$ cat src/rtl/debug_trace_buffer.sv
// Trace recorder for pipeline debug snapshots. It keeps a ring of recent snapshots,
// fires on a masked match against the instruction word, records a post-trigger tail,
// then streams the captured window out oldest-first over valid/ready.
module debug_trace_buffer #(
    parameter int unsigned DEPTH  = 16,
    parameter int unsigned DATA_W = 64,
    parameter int unsigned PTR_W  = $clog2(DEPTH)
) (
    input  logic              clk,
    input  logic              rst_n,
    input  logic              snap_valid,
    input  logic [DATA_W-1:0] snap_data,
    input  logic              arm,
    input  logic              abort,
    input  logic [31:0]       trig_value,
    input  logic [31:0]       trig_mask,
    input  logic [PTR_W-1:0]  post_cnt,
    output logic              rd_valid,
    input  logic              rd_ready,
    output logic [DATA_W-1:0] rd_data,
    output logic              rd_last,
    output logic [PTR_W-1:0]  trig_idx,
    output logic [1:0]        state_o
);

    localparam int unsigned CNT_W = PTR_W + 1;
    localparam logic [CNT_W-1:0] FULL = CNT_W'(DEPTH);

    typedef enum logic [1:0] {
        S_IDLE  = 2'b00,
        S_ARMED = 2'b01,
        S_POST  = 2'b10,
        S_DUMP  = 2'b11
    } state_t;

    logic [DATA_W-1:0] r_mem [DEPTH];
    state_t            r_state;
    logic [PTR_W-1:0]  r_wr_ptr;
    logic [PTR_W-1:0]  r_rd_ptr;
    logic [PTR_W-1:0]  r_pc;
    logic [PTR_W-1:0]  r_remain;
    logic [PTR_W-1:0]  r_trig_idx;
    logic [CNT_W-1:0]  r_fill;
    logic [CNT_W-1:0]  r_rd_cnt;

    logic              w_capturing;
    logic              w_wr_en;
    logic              w_match;
    logic              w_fire;
    logic [CNT_W-1:0]  w_fill_nxt;
    logic [PTR_W-1:0]  w_wr_ptr_nxt;
    logic [PTR_W-1:0]  w_dump_rd_ptr;
    logic [PTR_W-1:0]  w_trig_hist;
    logic [PTR_W-1:0]  w_trig_room;
    logic [PTR_W-1:0]  w_trig_sat;

    assign w_capturing   = (r_state == S_ARMED) || (r_state == S_POST);
    assign w_wr_en       = w_capturing && snap_valid && !abort;
    assign w_match       = snap_valid && ((snap_data[31:0] & trig_mask) == (trig_value & trig_mask));
    assign w_fire        = rd_valid && rd_ready;
    assign w_fill_nxt    = (r_fill == FULL) ? FULL : r_fill + CNT_W'(1);
    assign w_wr_ptr_nxt  = r_wr_ptr + PTR_W'(1);
    // Oldest valid entry once the current write lands; fill==DEPTH aliases to wr_ptr.
    assign w_dump_rd_ptr = w_wr_ptr_nxt - PTR_W'(w_fill_nxt);
    // Trigger position is limited by history so far and by the room left for the tail.
    assign w_trig_hist   = PTR_W'(w_fill_nxt - CNT_W'(1));
    assign w_trig_room   = PTR_W'(DEPTH - 1) - r_pc;
    assign w_trig_sat    = (w_trig_hist < w_trig_room) ? w_trig_hist : w_trig_room;

    assign rd_valid = (r_state == S_DUMP);
    assign rd_data  = rd_valid ? r_mem[r_rd_ptr] : '0;
    assign rd_last  = rd_valid && (r_rd_cnt == CNT_W'(1));
    assign trig_idx = r_trig_idx;
    assign state_o  = r_state;

    // Ring storage: single write port, no reset needed.
    always_ff @(posedge clk) begin
        if (w_wr_en) begin
            r_mem[r_wr_ptr] <= snap_data;
        end
    end

    // Capture/readout control; abort overrides everything else.
    always_ff @(posedge clk or negedge rst_n) begin
        if (!rst_n) begin
            r_state    <= S_IDLE;
            r_wr_ptr   <= '0;
            r_rd_ptr   <= '0;
            r_pc       <= '0;
            r_remain   <= '0;
            r_trig_idx <= '0;
            r_fill     <= '0;
            r_rd_cnt   <= '0;
        end else if (abort) begin
            r_state <= S_IDLE;
        end else begin
            case (r_state)
                S_IDLE: begin
                    if (arm) begin
                        r_state  <= S_ARMED;
                        r_wr_ptr <= '0;
                        r_fill   <= '0;
                        r_pc     <= post_cnt;
                    end
                end
                S_ARMED: begin
                    if (snap_valid) begin
                        r_wr_ptr <= w_wr_ptr_nxt;
                        r_fill   <= w_fill_nxt;
                        if (w_match) begin
                            r_trig_idx <= w_trig_sat;
                            if (r_pc == '0) begin
                                r_state  <= S_DUMP;
                                r_rd_ptr <= w_dump_rd_ptr;
                                r_rd_cnt <= w_fill_nxt;
                            end else begin
                                r_state  <= S_POST;
                                r_remain <= r_pc;
                            end
                        end
                    end
                end
                S_POST: begin
                    if (snap_valid) begin
                        r_wr_ptr <= w_wr_ptr_nxt;
                        r_fill   <= w_fill_nxt;
                        r_remain <= r_remain - PTR_W'(1);
                        if (r_remain == PTR_W'(1)) begin
                            r_state  <= S_DUMP;
                            r_rd_ptr <= w_dump_rd_ptr;
                            r_rd_cnt <= w_fill_nxt;
                        end
                    end
                end
                S_DUMP: begin
                    if (w_fire) begin
                        r_rd_ptr <= r_rd_ptr + PTR_W'(1);
                        r_rd_cnt <= r_rd_cnt - CNT_W'(1);
                        if (r_rd_cnt == CNT_W'(1)) begin
                            r_state <= S_IDLE;
                        end
                    end
                end
            endcase
        end
    end

endmodule

$ cat config.mk
export PLATFORM = sky130hd
export DESIGN_NAME = debug_trace_buffer
export DESIGN_NICKNAME = d
export VERILOG_FILES = /design/src/rtl/debug_trace_buffer.sv
export SDC_FILE = /design/constraint.sdc
export NUM_CORES = 1
export LEC_CHECK = 0
export CORE_AREA = 4 4 294 296
export DETAILED_ROUTE_END_ITERATION = 6
export DIE_AREA = 0 0 298 300
export PLACE_DENSITY_LB_ADDON = 0.3
export SKIP_CTS_REPAIR_TIMING = 1
export SLEW_MARGIN = 25
export SYNTH_ARGS = -nofsm -noshare
export SYNTH_HDL_FRONTEND = slang
export SYNTH_SLANG_ARGS = --single-unit
$ cat constraint.sdc
create_clock -name clk -period 16.4 [get_ports clk]
set_input_delay 1.64 -clock clk [delete_from_list [all_inputs] [get_ports clk]]
set_output_delay 1.64 -clock clk [all_outputs]
set_load 0.01 [all_outputs]
==> results by group <==
Global route
  – Largest net degree at the start of global routing: 141
  – Vias in the first global route: 20369
  – Initial antenna violation count: 7
  – Tot GR Track Use: 0.2124
  – Grt total ovfl: 0
  – First-pass GRT wire length: 138600 µm

Worst setup path
  – Max stage delay on crit path: 0.94 ns
  – Worst Path Required: 14.76 ns
  – CP Capture Type: output port
  – WP buf/inv: 3
  – Kind of critical path: reg -> out
  – WP data arrival: 5.05 ns
  – Cell Chain, Critical Path: buf_12, buf_4, mux4_2, mux4_2, and2_1, clkdlybuf4s50_1
  – Cell repeated most along the worst path: mux4_2
  – Crit. path cell count: 6
  – Flop-to-flop setup slack: 12.50 ns
  – Delay-heaviest family, CP: buffers and inverters
  – Crit path max fanout: 140
  – Worst path slowest cell: dfrtp_4
  – Startpoint Class: flop
  – Worst r2r path cells: 7

Yosys
  – Post-synthesis sequential area ratio: 0.7588
  – Mapped Avg Cell Area: 22.96 µm²
  – Async set or reset register ratio after synthesis: 0.03030
  – Ranking of synthesized cells by area: edfxtp_1 74%, mux4_2 17%, dfrtp_1 1.9%
  – Syn_nets: 1973
  – Synthesized cell area: 41580 µm²
  – Synth cell types: 52
  – #FFs+latches synth: 1056
  – Ys flop type: edfxtp_1
  – Most frequent cells after synthesis: 1024 x edfxtp_1, 320 x mux4_2, 66 x and2_1
  – Synthesized instance count: 1811
  – Top cell type's share of synthesized area: 0.7396
  – Area leader, netlist: edfxtp_1
  – Yosys warnings: 0
  – Post-synth EDFFs: 1024
  – Top-count cell post-synth: edfxtp_1

Routing
  – Final WL: 94360 µm
  – Vias: 19384
  – Post-route DRC: 0
  – Drt pass-1 iters: 5
  – WL per Instance: 29.08 µm
  – Initial drt markers: 1868
  – Vias per cell: 5.973
  – Antenna-violating nets left: 0

Power and ir drop
  – Flop pwr share: 0.446
  – Sw frac: 0.2533
  – Peak supply drop: 0.1158 mV
  – PD cells: 146.2 nW/µm²
  – Comb power frac: 0.225
  – P_int: 5.278 mW
  – Pleak: 15.17 nW
  – Clk pwr share: 0.329
  – Switch Pwr: 1.790 mW

Run status
  – Outcome: completed

CTS
  – Clock Sinks: 1056
  – TritonCTS clock tree: done
  – Latest clock arrival within the worst-skew pair: 0.64 ns
  – CTS Buf Count: 105
  – Clock Tree Buf Depth: 3
  – Root Buffer: clkbuf_16
  – Worst-path clk slew: 0.06 ns
  – # H-tree levels: 3

Floorplanning
  – IO Pins: 210
  – Initial Util: 0.4976
  – Row cnt: 106
  – Core area: 83560 µm²
  – Die Wd: 298 µm
  – Die Ht: 300 µm
  – Die footprint: 89400 µm²

Cells and area
  – Area Overhead vs Synth: 16.29%
  – Layout cell share with drive strength beyond 1: 0.2493
  – FILL cells: 5990
  – Final-stage net count: 2241
  – Layout Cells excl Fill: 3245

STA
  – Relative slew slack: 0.2490
  – RSZ-0062 raised after global routing: false
  – Max Slew Vio Count: 0
  – Setup Skew: 0.02364 ns
  – Max Fclk: 0.1494 GHz
  – Worst-Margin Slew: 1.127 ns
  – Final worst path period share: 0.4082
  – Final hold vios: 0
  – Setup violators final: 0
  – Minimum clock period: 6.694 ns
  – Final TNS setup: 0 ns

Run
  – Maxcap violations: 0

Min path
  – WHS Path Cells: 2
  – HP Class: reg -> reg

Placed design
  – Final GP Congestion: 0.8220
  – Final HPWL DP: 50210 µm
  – Cell count after placement: 3050
  – PortBufs: 209
sequential cells by signal (all words and copies together) (netlist names):
register,count
r_remain,4
r_fill,5
r_wr_ptr,4
r_rd_cnt,5
r_rd_ptr,4
trig_idx,4
state_o,2
r_pc,4
r_mem,1024
cell type report:
| class | count | area [µm²] | share of cell area |
|---|---|---|---|
| clock buffers | 137 | 2831 | 0.05856 |
| well taps | 1080 | 1351 | 0.02795 |
| inverters | 22 | 82.58 | 0.001708 |
| multi-input cells | 647 | 9550 | 0.1975 |
| repair buffers | 247 | 2441 | 0.05049 |
| clock inverters | 53 | 519.2 | 0.01074 |
| diodes | 3 | 7.507 | 0.0001553 |
| flip-flops and latches | 1056 | 31570 | 0.6529 |
tightest hold or removal path, stage by stage, from the launching register on:
cell and delay (ns):
dfrtp_1 0.35, nand2_1 0.05, o21ai_0 0.06
final timing paths:
kind,from,to
max in group asynchronous,rst_n,r_rd_ptr[1]$_DFFE_PN0P_
max reg2reg,state_o[0]$_DFFE_PN0P_,r_mem[1][51]$_DFFE_PP_
min reg2reg,trig_idx[2]$_DFFE_PN0P_,trig_idx[2]$_DFFE_PN0P_
min in group asynchronous,rst_n,r_pc[0]$_DFFE_PN0P_
max,r_rd_ptr[1]$_DFFE_PN0P_,rd_data[27]
min,trig_idx[2]$_DFFE_PN0P_,trig_idx[2]$_DFFE_PN0P_
stage by stage:
stage | instance area [µm²] | power, mW | util | hold WS [ns] | setup WS [ns]
3_5_place_dp | 44920 | 4.829 | 0.5377 | 0.4870 | 10.08
5_1_grt | 48350 | 7.376 | 0.5786 | 0.5323 | 9.557
2_1_floorplan | 41580 | 4.423 | - | 0.4653 | 9.344
6_report | 48350 | 7.068 | 0.5786 | 0.4968 | 9.706
3_3_place_gp | 44920 | 4.796 | 0.5377 | 0.4766 | 10.11
4_1_cts | 48280 | 7.147 | 0.5778 | 0.5018 | 9.377
power by group through the flow:
stage / combinational, mW / clock [mW] / sequential [mW]
after floorplan: 1.32 / 0 / 3.11
after global placement: 1.59 / 0 / 3.20
after detailed placement: 1.62 / 0 / 3.21
after CTS: 1.63 / 2.37 / 3.15
after global routing: 1.72 / 2.49 / 3.16
final: 1.59 / 2.32 / 3.15
layout by cell type, fill, tap and decap left out, types with 21 or more instances in the layout:
cell type,Yosys,final
edfxtp_1,1024,1024
clkbuf_16,0,108
xor2_1,36,36
and2_1,66,66
inv_1,21,21
nand2_1,35,35
clkdlybuf4s50_1,0,209
clkbuf_1,47,27
ha_1,23,22
mux4_2,320,320
buf_4,0,30
dfrtp_1,32,28
routing by layer:
metal | global-route usage | up-vias | share of wire
li1 | - | 8173 | -
met1 | 0.2967 | 10420 | 0.41
met2 | 0.3545 | 682 | 0.51
met3 | 0.03711 | 105 | 0.061
met4 | 0.05248 | 4 | 0.017
met5 | 0 | - | 0.00036
cells by family (layout without fill, tap and decap cells):
group | Yosys count | in the layout | synth area share
flops | 1056 | 1056 | 0.7588
mux | 334 | 334 | 0.1770
simple gates | 184 | 184 | 0.02365
buf+inv | 108 | 459 | 0.01441
compound gates | 62 | 62 | 0.009630
xor+xnor | 42 | 42 | 0.008847
fa+ha+maj | 25 | 25 | 0.007644
other cells | 0 | 3 | 0
Power figures use the tool's default switching activity.
